### src/rtl/operand_dispatcher.sv
// rtl/operand_dispatcher.sv - operand network transmit queue and req/ack sender
module operand_dispatcher #(
  parameter int DEPTH   = 4,
  parameter int DATA_W  = 64,
  parameter int INSTR_W = 7,
  parameter int TIMEOUT = 15
) (
  input  logic               i_clk,
  input  logic               i_rst,
  input  logic               i_flush,
  input  logic               i_result_valid,
  output logic               o_result_ready,
  input  logic [DATA_W-1:0]  i_result_data,
  input  logic               i_result_null,
  input  logic               i_t0_valid,
  input  logic [INSTR_W-1:0] i_t0_instr,
  input  logic [1:0]         i_t0_slot,
  input  logic               i_t1_valid,
  input  logic [INSTR_W-1:0] i_t1_instr,
  input  logic [1:0]         i_t1_slot,
  output logic               o_req_out,
  input  logic               i_ack_in,
  output logic [DATA_W-1:0]  o_operand_data_out,
  output logic               o_operand_null_out,
  output logic [INSTR_W-1:0] o_dest_instr_out,
  output logic [1:0]         o_dest_slot_out,
  output logic               o_busy,
  output logic               o_timeout_err,
  output logic               o_bad_slot_err,
  output logic [15:0]        o_sent_count
);

  localparam int PTR_W  = $clog2(DEPTH);
  localparam int CNT_W  = PTR_W + 1;
  localparam int WAIT_W = $clog2(TIMEOUT + 1);

  typedef enum logic [1:0] {S_IDLE, S_SEND, S_GAP} state_t;

  // Result queue storage; only entries with at least one usable target are written
  logic [DATA_W-1:0]  r_q_data [DEPTH];
  logic               r_q_null [DEPTH];
  logic               r_q_t0v  [DEPTH];
  logic [INSTR_W-1:0] r_q_t0i  [DEPTH];
  logic [1:0]         r_q_t0s  [DEPTH];
  logic               r_q_t1v  [DEPTH];
  logic [INSTR_W-1:0] r_q_t1i  [DEPTH];
  logic [1:0]         r_q_t1s  [DEPTH];

  logic [PTR_W-1:0]   r_wr_ptr;
  logic [PTR_W-1:0]   r_rd_ptr;
  logic [CNT_W-1:0]   r_count;

  state_t             r_state;
  state_t             w_state_nxt;

  logic               r_req;
  logic [DATA_W-1:0]  r_data;
  logic               r_null;
  logic [INSTR_W-1:0] r_instr;
  logic [1:0]         r_slot;
  logic               r_sel;
  logic [WAIT_W-1:0]  r_wait;
  logic [15:0]        r_sent;
  logic               r_tmo_err;
  logic               r_bad_err;

  logic               w_full;
  logic               w_accept;
  logic               w_t0_ok;
  logic               w_t1_ok;
  logic               w_push;
  logic               w_bad;
  logic [PTR_W-1:0]   w_rd_ptr_inc;
  logic               w_h_t0v;
  logic               w_h_t1v;
  logic               w_n_t0v;

  logic               w_load;
  logic               w_ld_sel;
  logic [PTR_W-1:0]   w_ld_idx;
  logic               w_pop;
  logic               w_ack_ok;
  logic               w_tmo;
  logic [DATA_W-1:0]  w_ld_data;
  logic               w_ld_null;
  logic [INSTR_W-1:0] w_ld_instr;
  logic [1:0]         w_ld_slot;

  // Ready looks only at registered occupancy, so a pop never frees a slot in the same cycle
  assign w_full         = (r_count == CNT_W'(DEPTH));
  assign o_result_ready = !w_full;
  assign w_accept       = i_result_valid && o_result_ready && !i_flush;
  assign w_t0_ok        = i_t0_valid && (i_t0_slot != 2'd3);
  assign w_t1_ok        = i_t1_valid && (i_t1_slot != 2'd3);
  assign w_push         = w_accept && (w_t0_ok || w_t1_ok);
  assign w_bad          = w_accept && ((i_t0_valid && (i_t0_slot == 2'd3)) ||
                                       (i_t1_valid && (i_t1_slot == 2'd3)));

  assign w_rd_ptr_inc = r_rd_ptr + PTR_W'(1);
  assign w_h_t0v      = r_q_t0v[r_rd_ptr];
  assign w_h_t1v      = r_q_t1v[r_rd_ptr];
  assign w_n_t0v      = r_q_t0v[w_rd_ptr_inc];

  assign w_ld_data  = r_q_data[w_ld_idx];
  assign w_ld_null  = r_q_null[w_ld_idx];
  assign w_ld_instr = w_ld_sel ? r_q_t1i[w_ld_idx] : r_q_t0i[w_ld_idx];
  assign w_ld_slot  = w_ld_sel ? r_q_t1s[w_ld_idx] : r_q_t0s[w_ld_idx];

  // Write accepted entries with invalid-slot targets already masked off
  always_ff @(posedge i_clk) begin
    if (w_push) begin
      r_q_data[r_wr_ptr] <= i_result_data;
      r_q_null[r_wr_ptr] <= i_result_null;
      r_q_t0v[r_wr_ptr]  <= w_t0_ok;
      r_q_t0i[r_wr_ptr]  <= i_t0_instr;
      r_q_t0s[r_wr_ptr]  <= i_t0_slot;
      r_q_t1v[r_wr_ptr]  <= w_t1_ok;
      r_q_t1i[r_wr_ptr]  <= i_t1_instr;
      r_q_t1s[r_wr_ptr]  <= i_t1_slot;
    end
  end

  // Queue pointers and occupancy; flush empties the queue outright
  always_ff @(posedge i_clk or posedge i_rst) begin
    if (i_rst) begin
      r_wr_ptr <= '0;
      r_rd_ptr <= '0;
      r_count  <= '0;
    end else if (i_flush) begin
      r_wr_ptr <= '0;
      r_rd_ptr <= '0;
      r_count  <= '0;
    end else begin
      if (w_push) r_wr_ptr <= r_wr_ptr + PTR_W'(1);
      if (w_pop)  r_rd_ptr <= w_rd_ptr_inc;
      r_count <= r_count + CNT_W'(w_push) - CNT_W'(w_pop);
    end
  end

  // Sender state register
  always_ff @(posedge i_clk or posedge i_rst) begin
    if (i_rst) r_state <= S_IDLE;
    else       r_state <= w_state_nxt;
  end

  // Sender next state: pick the target to load, detect ack/timeout, decide when to pop
  always_comb begin
    w_state_nxt = r_state;
    w_load      = 1'b0;
    w_ld_sel    = 1'b0;
    w_ld_idx    = r_rd_ptr;
    w_pop       = 1'b0;
    w_ack_ok    = 1'b0;
    w_tmo       = 1'b0;
    case (r_state)
      S_IDLE: begin
        if (r_count != '0) begin
          w_load      = 1'b1;
          w_ld_sel    = !w_h_t0v;
          w_state_nxt = S_SEND;
        end
      end
      S_SEND: begin
        if (i_ack_in) begin
          w_ack_ok    = 1'b1;
          w_state_nxt = S_GAP;
        end else if (r_wait == WAIT_W'(TIMEOUT - 1)) begin
          w_tmo       = 1'b1;
          w_state_nxt = S_GAP;
        end
      end
      S_GAP: begin
        if (!r_sel && w_h_t1v) begin
          w_load      = 1'b1;
          w_ld_sel    = 1'b1;
          w_state_nxt = S_SEND;
        end else begin
          w_pop = 1'b1;
          if (r_count > CNT_W'(1)) begin
            w_load      = 1'b1;
            w_ld_idx    = w_rd_ptr_inc;
            w_ld_sel    = !w_n_t0v;
            w_state_nxt = S_SEND;
          end else begin
            w_state_nxt = S_IDLE;
          end
        end
      end
      default: w_state_nxt = S_IDLE;
    endcase
    if (i_flush) begin
      w_state_nxt = S_IDLE;
      w_load      = 1'b0;
      w_pop       = 1'b0;
      w_ack_ok    = 1'b0;
      w_tmo       = 1'b0;
    end
  end

  // Registered network outputs, wait counter and sticky status
  always_ff @(posedge i_clk or posedge i_rst) begin
    if (i_rst) begin
      r_req     <= 1'b0;
      r_data    <= '0;
      r_null    <= 1'b0;
      r_instr   <= '0;
      r_slot    <= '0;
      r_sel     <= 1'b0;
      r_wait    <= '0;
      r_sent    <= '0;
      r_tmo_err <= 1'b0;
      r_bad_err <= 1'b0;
    end else begin
      if (i_flush) begin
        r_req <= 1'b0;
      end else if (w_load) begin
        r_req   <= 1'b1;
        r_data  <= w_ld_data;
        r_null  <= w_ld_null;
        r_instr <= w_ld_instr;
        r_slot  <= w_ld_slot;
        r_sel   <= w_ld_sel;
        r_wait  <= '0;
      end else if (w_ack_ok || w_tmo) begin
        r_req <= 1'b0;
      end else if (r_state == S_SEND) begin
        r_wait <= r_wait + WAIT_W'(1);
      end
      if (w_ack_ok) r_sent    <= r_sent + 16'd1;
      if (w_tmo)    r_tmo_err <= 1'b1;
      if (w_bad)    r_bad_err <= 1'b1;
    end
  end

  assign o_req_out          = r_req;
  assign o_operand_data_out = r_data;
  assign o_operand_null_out = r_null;
  assign o_dest_instr_out   = r_instr;
  assign o_dest_slot_out    = r_slot;
  assign o_busy             = (r_count != '0) || (r_state != S_IDLE);
  assign o_timeout_err      = r_tmo_err;
  assign o_bad_slot_err     = r_bad_err;
  assign o_sent_count       = r_sent;

endmodule

### config.mk
export PLATFORM = sky130hd
export DESIGN_NAME = operand_dispatcher
export DESIGN_NICKNAME = d
export VERILOG_FILES = /design/src/rtl/operand_dispatcher.sv
export SDC_FILE = /design/constraint.sdc
export NUM_CORES = 1
export LEC_CHECK = 0
export ABC_AREA = 1
export CORE_MARGIN = 3
export CORE_UTILIZATION = 52
export CTS_BUF_LIST = sky130_fd_sc_hd__clkbuf_16
export DETAILED_ROUTE_END_ITERATION = 10
export PLACE_DENSITY = 0.8
export SLEW_MARGIN = 5
export SYNTH_ARGS = -nofsm -noshare
export SYNTH_HDL_FRONTEND = slang
export SYNTH_SLANG_ARGS = --single-unit
### constraint.sdc
create_clock -name i_clk -period 5.4 [get_ports i_clk]
set_clock_uncertainty 0.15 [all_clocks]
set_input_delay 1.08 -clock i_clk [delete_from_list [all_inputs] [get_ports i_clk]]
set_output_delay 1.08 -clock i_clk [all_outputs]
set_load 0.01 [all_outputs]
[Word level (Yosys, flattened, before mapping)]
Memories as Yosys holds them, arrays and structs flattened. A register that Yosys moved wholly into a read port is not among the register bits.
Cells that the tools add are included.
Word-level totals
  memories kept: 8
  input bits: 90
  RAM bits: 340
  word-level logic and storage cells: 111
  register bits after elaboration: 42
Cells by class
  equality and inequality tests: 11
  bitwise gates (word level): 1
  magnitude comparators: 1
  add/subtract/negate cells: 6
  mux-type cells: 44
  reduce and logical (&&, ||, !) cells: 28
Memories
  r_q_data: words 4, bits a word 64, read ports 1, clocked after memory_dff 1, write ports 1, line 40  | logic [DATA_W-1:0] r_q_data [DEPTH];
  r_q_t0i: words 4, bits a word 7, read ports 1, clocked after memory_dff 0, write ports 1, line 43  | logic [INSTR_W-1:0] r_q_t0i [DEPTH];
  r_q_t1i: words 4, bits a word 7, read ports 1, clocked after memory_dff 0, write ports 1, line 46  | logic [INSTR_W-1:0] r_q_t1i [DEPTH];
  r_q_t0s: words 4, bits a word 2, read ports 1, clocked after memory_dff 0, write ports 1, line 44  | logic [1:0] r_q_t0s [DEPTH];
  r_q_t1s: words 4, bits a word 2, read ports 1, clocked after memory_dff 0, write ports 1, line 47  | logic [1:0] r_q_t1s [DEPTH];
  r_q_null: words 4, bits a word 1, read ports 1, clocked after memory_dff 1, write ports 1, line 41  | logic r_q_null [DEPTH];
  2 more memories
Operators by type and width (count)
  two-way mux 1 bit: 24
  two-way mux 2 bit: 12
  adder 16 x 1 -> 16 bit, second input constant: 1
  two-way mux 4 bit: 3
  logical AND 1 bit: 9
  nonzero test 2 bit: 4
  two-way mux 7 bit: 1
  == test 2 bit, second input constant: 3
  != test 2 bit, second input constant: 3
  case mux 2 bit (3 select lines): 1
  nonzero test 3 bit: 2
  zero test 1 bit: 5
  adder 2 x 1 -> 2 bit, second input constant: 2
  adder 4 x 1 -> 4 bit, second input constant: 1
  == test 4 bit, second input constant: 1
  logical OR 1 bit: 4
  != test 4 bit, second input constant: 1
  case mux 1 bit (2 select lines): 2
  AND reduction 2 bit: 2
  adder 3 x 1 -> 3 bit: 1
  == test 3 bit, second input constant: 1
  greater-than comparator 3 x 1 -> 1 bit, second input constant: 1
  two-way mux 3 bit: 1
  != test 3 bit, second input constant: 1
  other kinds (5): 5

[Logic depth before layout (Yosys ltp)]
  word-level depth: 9
  gate-level depth with buffers: 16
  mapped depth without buffers: 14

[Worst setup path after synthesis]
Ideal clock, no wire load.
  path type: input to register
  start: in i_t0_slot[0]
  end: mem r_q_data[0][0], enable pin
  buffers on the path: 0
  setup slack: -0.382 ns
  data arrival time: 5.103 ns
  stages on the path: 5
  path through: nand2_1 -> inv_1 -> o22ai_1 -> nand2_1 -> nor2_1
On the way
  word-level cells in the longest chain between the ends: 6
Ends and longest elaborated chain
  start, declared: line 17  | input logic [1:0] i_t0_slot,
  != test 2 bit: line 93  | assign w_t0_ok = i_t0_valid && (i_t0_slot != 2'd3);
  logical AND 1 bit: line 93
  logical OR 1 bit: line 95  | assign w_push = w_accept && (w_t0_ok || w_t1_ok);
  logical AND 1 bit: line 95
  two-way mux 1 bit: line 111  | if (w_push) begin
  two-way mux 1 bit (implied by the code): line 112  | r_q_data[r_wr_ptr] <= i_result_data;
  end, declared: line 40
Every way passes these cells.

[Worst setup path in the final report]
  start: reg r_count[1]
  end: reg r_data[2] (netlist: o_operand_data_out[2]) (read register of r_q_data)
On the way
  word-level cells in the longest chain between the ends: 6
  elaborated cells between the ends (all ways): 11
  those cells by class: order compare: 1; mux: 8; reduce/logical: 2
Ends and longest elaborated chain
  start, declared: line 51  | logic [CNT_W-1:0] r_count;
  start signal, assigned: line 136  | r_count <= r_count + CNT_W'(w_push) - CNT_W'(w_pop);
  greater-than comparator 3 x 1 -> 1 bit: line 179  | if (r_count > CNT_W'(1)) begin
  two-way mux 1 bit: line 179
  two-way mux 1 bit: line 173  | if (!r_sel && w_h_t1v) begin
  case mux 1 bit (2 select lines): line 155  | case (r_state)
  two-way mux 1 bit: line 191  | if (i_flush) begin
  AND reduction 2 bit (no line)
  end, declared: line 57  | logic [DATA_W-1:0] r_data;
Parallel ways exist; a longest one is shown, timed or not.
A chain may end at the register's enable or synchronous reset.

==> metrics.md <==
| Metric | Value |
|---|---|
| Run status | completed |
| First-pass GRT wire length | between 60,000 and 70,000 um |
| Setup Buffers After CTS | 0 |
| CTS root buf | clkbuf_16 |
| Synth Net Count | between 1,500 and 2,000 |
| Worst VDD drop | ~0.00027 V |
| WL per Instance | 17.3 um |
| Sequential cell area fraction in the yosys report | 0.679 |
| Cts bufs inserted | between 40 and 50 |
| Crit path kind | register to register |
| Met2 routed WL | around 22,000 um |
| WL met1 | roughly 17,000 um |
| Hold_buf cts | 0 |
| RSZ-0062 raised after global routing | false |
| Syn Inst Count | between 1,500 and 2,000 |
| CP Max Fanout | 84 |
| PwrDens | ~410 mW/mm^2 |
| Die H | 197 um |
| Vias | about 13,000 |
| Share of cells above drive strength 1 | 0.0545 |
| Total track usage | 0.224 |
| Max layer used | met5 |
| Number of synthesized flops with an enable pin | between 300 and 400 |
| Fin nets | about 2,100 |
| Max-cap violations | 0 |
| Fin crit period | 3.58 ns |
| Yosys top cell area share | 0.538 |
| Critical Path AT | roughly 3.9 ns |
| Gp weighted congestion | slightly above 0.8 |
| Yosys warns | 0 |
| Post-DP HPWL | between 20,000 and 30,000 um |
| Worst Hold Slack | approximately 0.3 ns |
| Wire length on met3 | 2850 um |
| Combined area of the multi-input logic cells | about 0.0044 mm^2 |
| Period Utilization, post-route | 0.663 |
| Post-synth cell types | 35 |
| DRT iter0 DRCs | 1,033 |
| Reg area | around 0.013 mm^2 |
| DR pass1 iterations | 5 |
| Fillcell total | approximately 2,700 |
| Most used cell, CP | nand2_1 |
| Startpoint Class | register |
| Longest Clk Path Bufs | 3 |
| DIE AREA | ~0.039 mm^2 |
| DRT antenna net count | 0 |
| Initial antenna violation count | 3 |
| FFs w/ async S/R, synth | 0.239 |
| CTS sink cnt | ~450 |
| IO Pins | between 150 and 200 |
| Max Slew Vio Count | 0 |
| Min-delay worst type | register to register |
| Area growth syn-to-layout | 20.0% |
| Clock Pin Slew Worst Setup and Hold Paths | approximately 0.06 ns |
| Post-synthesis register bit count | 447 |
| CP bufs+invs | 2 |
| Crit path largest cell delay | approximately 0.9 ns |
| CTS tree | yes |
| Synth area leaders | edfxtp_1 54%, dfrtp_1 14%, nand2_1 12% |
| Initial core utilization | 0.531 |
| Final instance area | approximately 0.023 mm^2 |
| Worst-Margin Slew | between 0.9 and 1 ns |
| Synthesized area | roughly 0.019 mm^2 |
| FP Rows | a little under 70 |
| Drt via density | around 5.2 |
| Pre-CTS WS | around 1.5 ns |
| Placed cell area | between 0.02 and 0.025 mm^2 |
| Quantity of gates resized following cts | 0 |
| Worst-Skew Late Latency | 0.55 ns |
| H-Tree Depth | 2 |
| I/O Buffers | about 180 |
| Gr ovfl total | 0 |
| Worst Setup End Kind | register |
| Total power | between 9 and 10 mW |
| Core ar. | 0.0357 mm^2 |
| Largest net degree at the start of global routing | 85 |
| Most numerous cell in the Yosys netlist | nand2_1 |
| Commonest cells post-synth | 620 x nand2_1, 340 x edfxtp_1, 324 x inv_1 |
| P_leak | between 10 and 15 nW |
| Final wirelength | 43,300 um |
| Slowest-stage cell, CP | nand2_4 |
| Average size of a mapped cell | ~10 um^2 |
| Crit-path cells | inv_2, ha_1, nand2_1, nand2_1, nand2_1, nor2_4, nand3_4, nand2_4, buf_4, nand2_1, nand3_1, nand2_1, nand2_1, nand2_1 |
| Die width | between 150 and 200 um |
| Crit-path leading delay family | simple AND/OR/NAND/NOR gates |
| Ys flop type | edfxtp_1 |
| Post-route DRC | 0 |
| Setup ws final | ~1.8 ns |
| Max Clock Freq | roughly 0.28 GHz |
| Cell taking the most area after synthesis | edfxtp_1 |
| Slew headroom | 0.340 |
| Count of final setup violators | 0 |
| Final Hold Viols | 0 |
| Number of global-route vias before repair | ~13,000 |
| Worst path required time | 5.68 ns |
==> stage by stage <==
stage / TNS [ns] / utilization / std cells
global route: 0 / 0.637 / 2499
CTS: 0 / 0.637 / 2498
global placement: 0 / 0.595 / 2414
finish: 0 / 0.637 / 2500
detailed placement: 0 / 0.595 / 2414
floorplan: -130.00 / - / 1820
==> path summary, 6_finish.rpt <==
path,endpoint,slack [ns],startpoint,cells past startpoint
worst min-delay path,o_bad_slot_err$_DFFE_PP0P_,0.31,o_bad_slot_err$_DFFE_PP0P_,1
worst max-delay path,o_operand_data_out[2]$_DFFE_PP0P_,1.82,r_count[1]$_DFF_PP0_,14
min in group asynchronous,o_sent_count[11]$_DFFE_PP0P_,0.88,i_rst,2
worst min register to register,o_bad_slot_err$_DFFE_PP0P_,0.31,o_bad_slot_err$_DFFE_PP0P_,1
max in group asynchronous,o_operand_data_out[62]$_DFFE_PP0P_,3.27,i_rst,3
worst max register to register,o_operand_data_out[2]$_DFFE_PP0P_,1.82,r_count[1]$_DFF_PP0_,14
==> final cells by class <==
class | count | share of cell area
diodes | 2 | 0.000220
well taps | 461 | 0.0253
multi-input cells | 971 | 0.195
clock inverters | 37 | 0.0136
repair buffers | 206 | 0.0937
clock buffers | 47 | 0.0517
inverters | 329 | 0.0546
flip-flops and latches | 447 | 0.566
==> cells by family (layout without fill, tap and decap cells) <==
kind of cell,after synthesis,after routing,synth area share
buf+inv,402,619,0.0898
xor+xnor,18,18,0.00831
other cells,0,2,0
simple gates,924,924,0.209
flops,447,447,0.679
compound gates,17,17,0.00515
fa+ha+maj,12,12,0.00831
==> power by group <==
group	internal, mW	switching, mW
clock network	1.85	1.26
registers	4.08	0.248
logic	0.820	0.959
total	6.75	2.47
==> cell usage in the layout, fill, tap and decap left out, drive strengths merged, types with 2 or more instances in the layout <==
master / count
nand4: 4
dfrtp: 107
nand3b: 10
xnor2: 9
diode: 2
ha: 11
buf: 22
o21ai: 11
clkbuf: 47
inv: 343
o22ai: 2
nor3: 4
clkinv: 16
xor2: 9
edfxtp: 340
nand2: 628
a21oi: 3
bufinv: 6
nor2: 27
nand3: 249
clkdlybuf4s50: 184
==> per-layer routing <==
layer	up-vias	track usage
li1	6124	-
met1	6213	0.283
met2	457	0.388
met3	96	0.0409
met4	4	0.0853
met5	-	0
==> state kept, by name (all words and copies together) (netlist names), 2 cells and up <==
register            cells
r_q_data              256
o_operand_data_out     64
r_q_t0i                28
r_q_t1i                28
o_sent_count           16
r_q_t0s                 8
r_q_t1s                 8
o_dest_instr_out        7
r_q_null                4
r_q_t0v                 4
r_q_t1v                 4
r_wait                  4
r_count                 3
o_dest_slot_out         2
r_rd_ptr                2
r_state                 2
r_wr_ptr                2
Note: power is estimated with default switching activity, not from simulation.
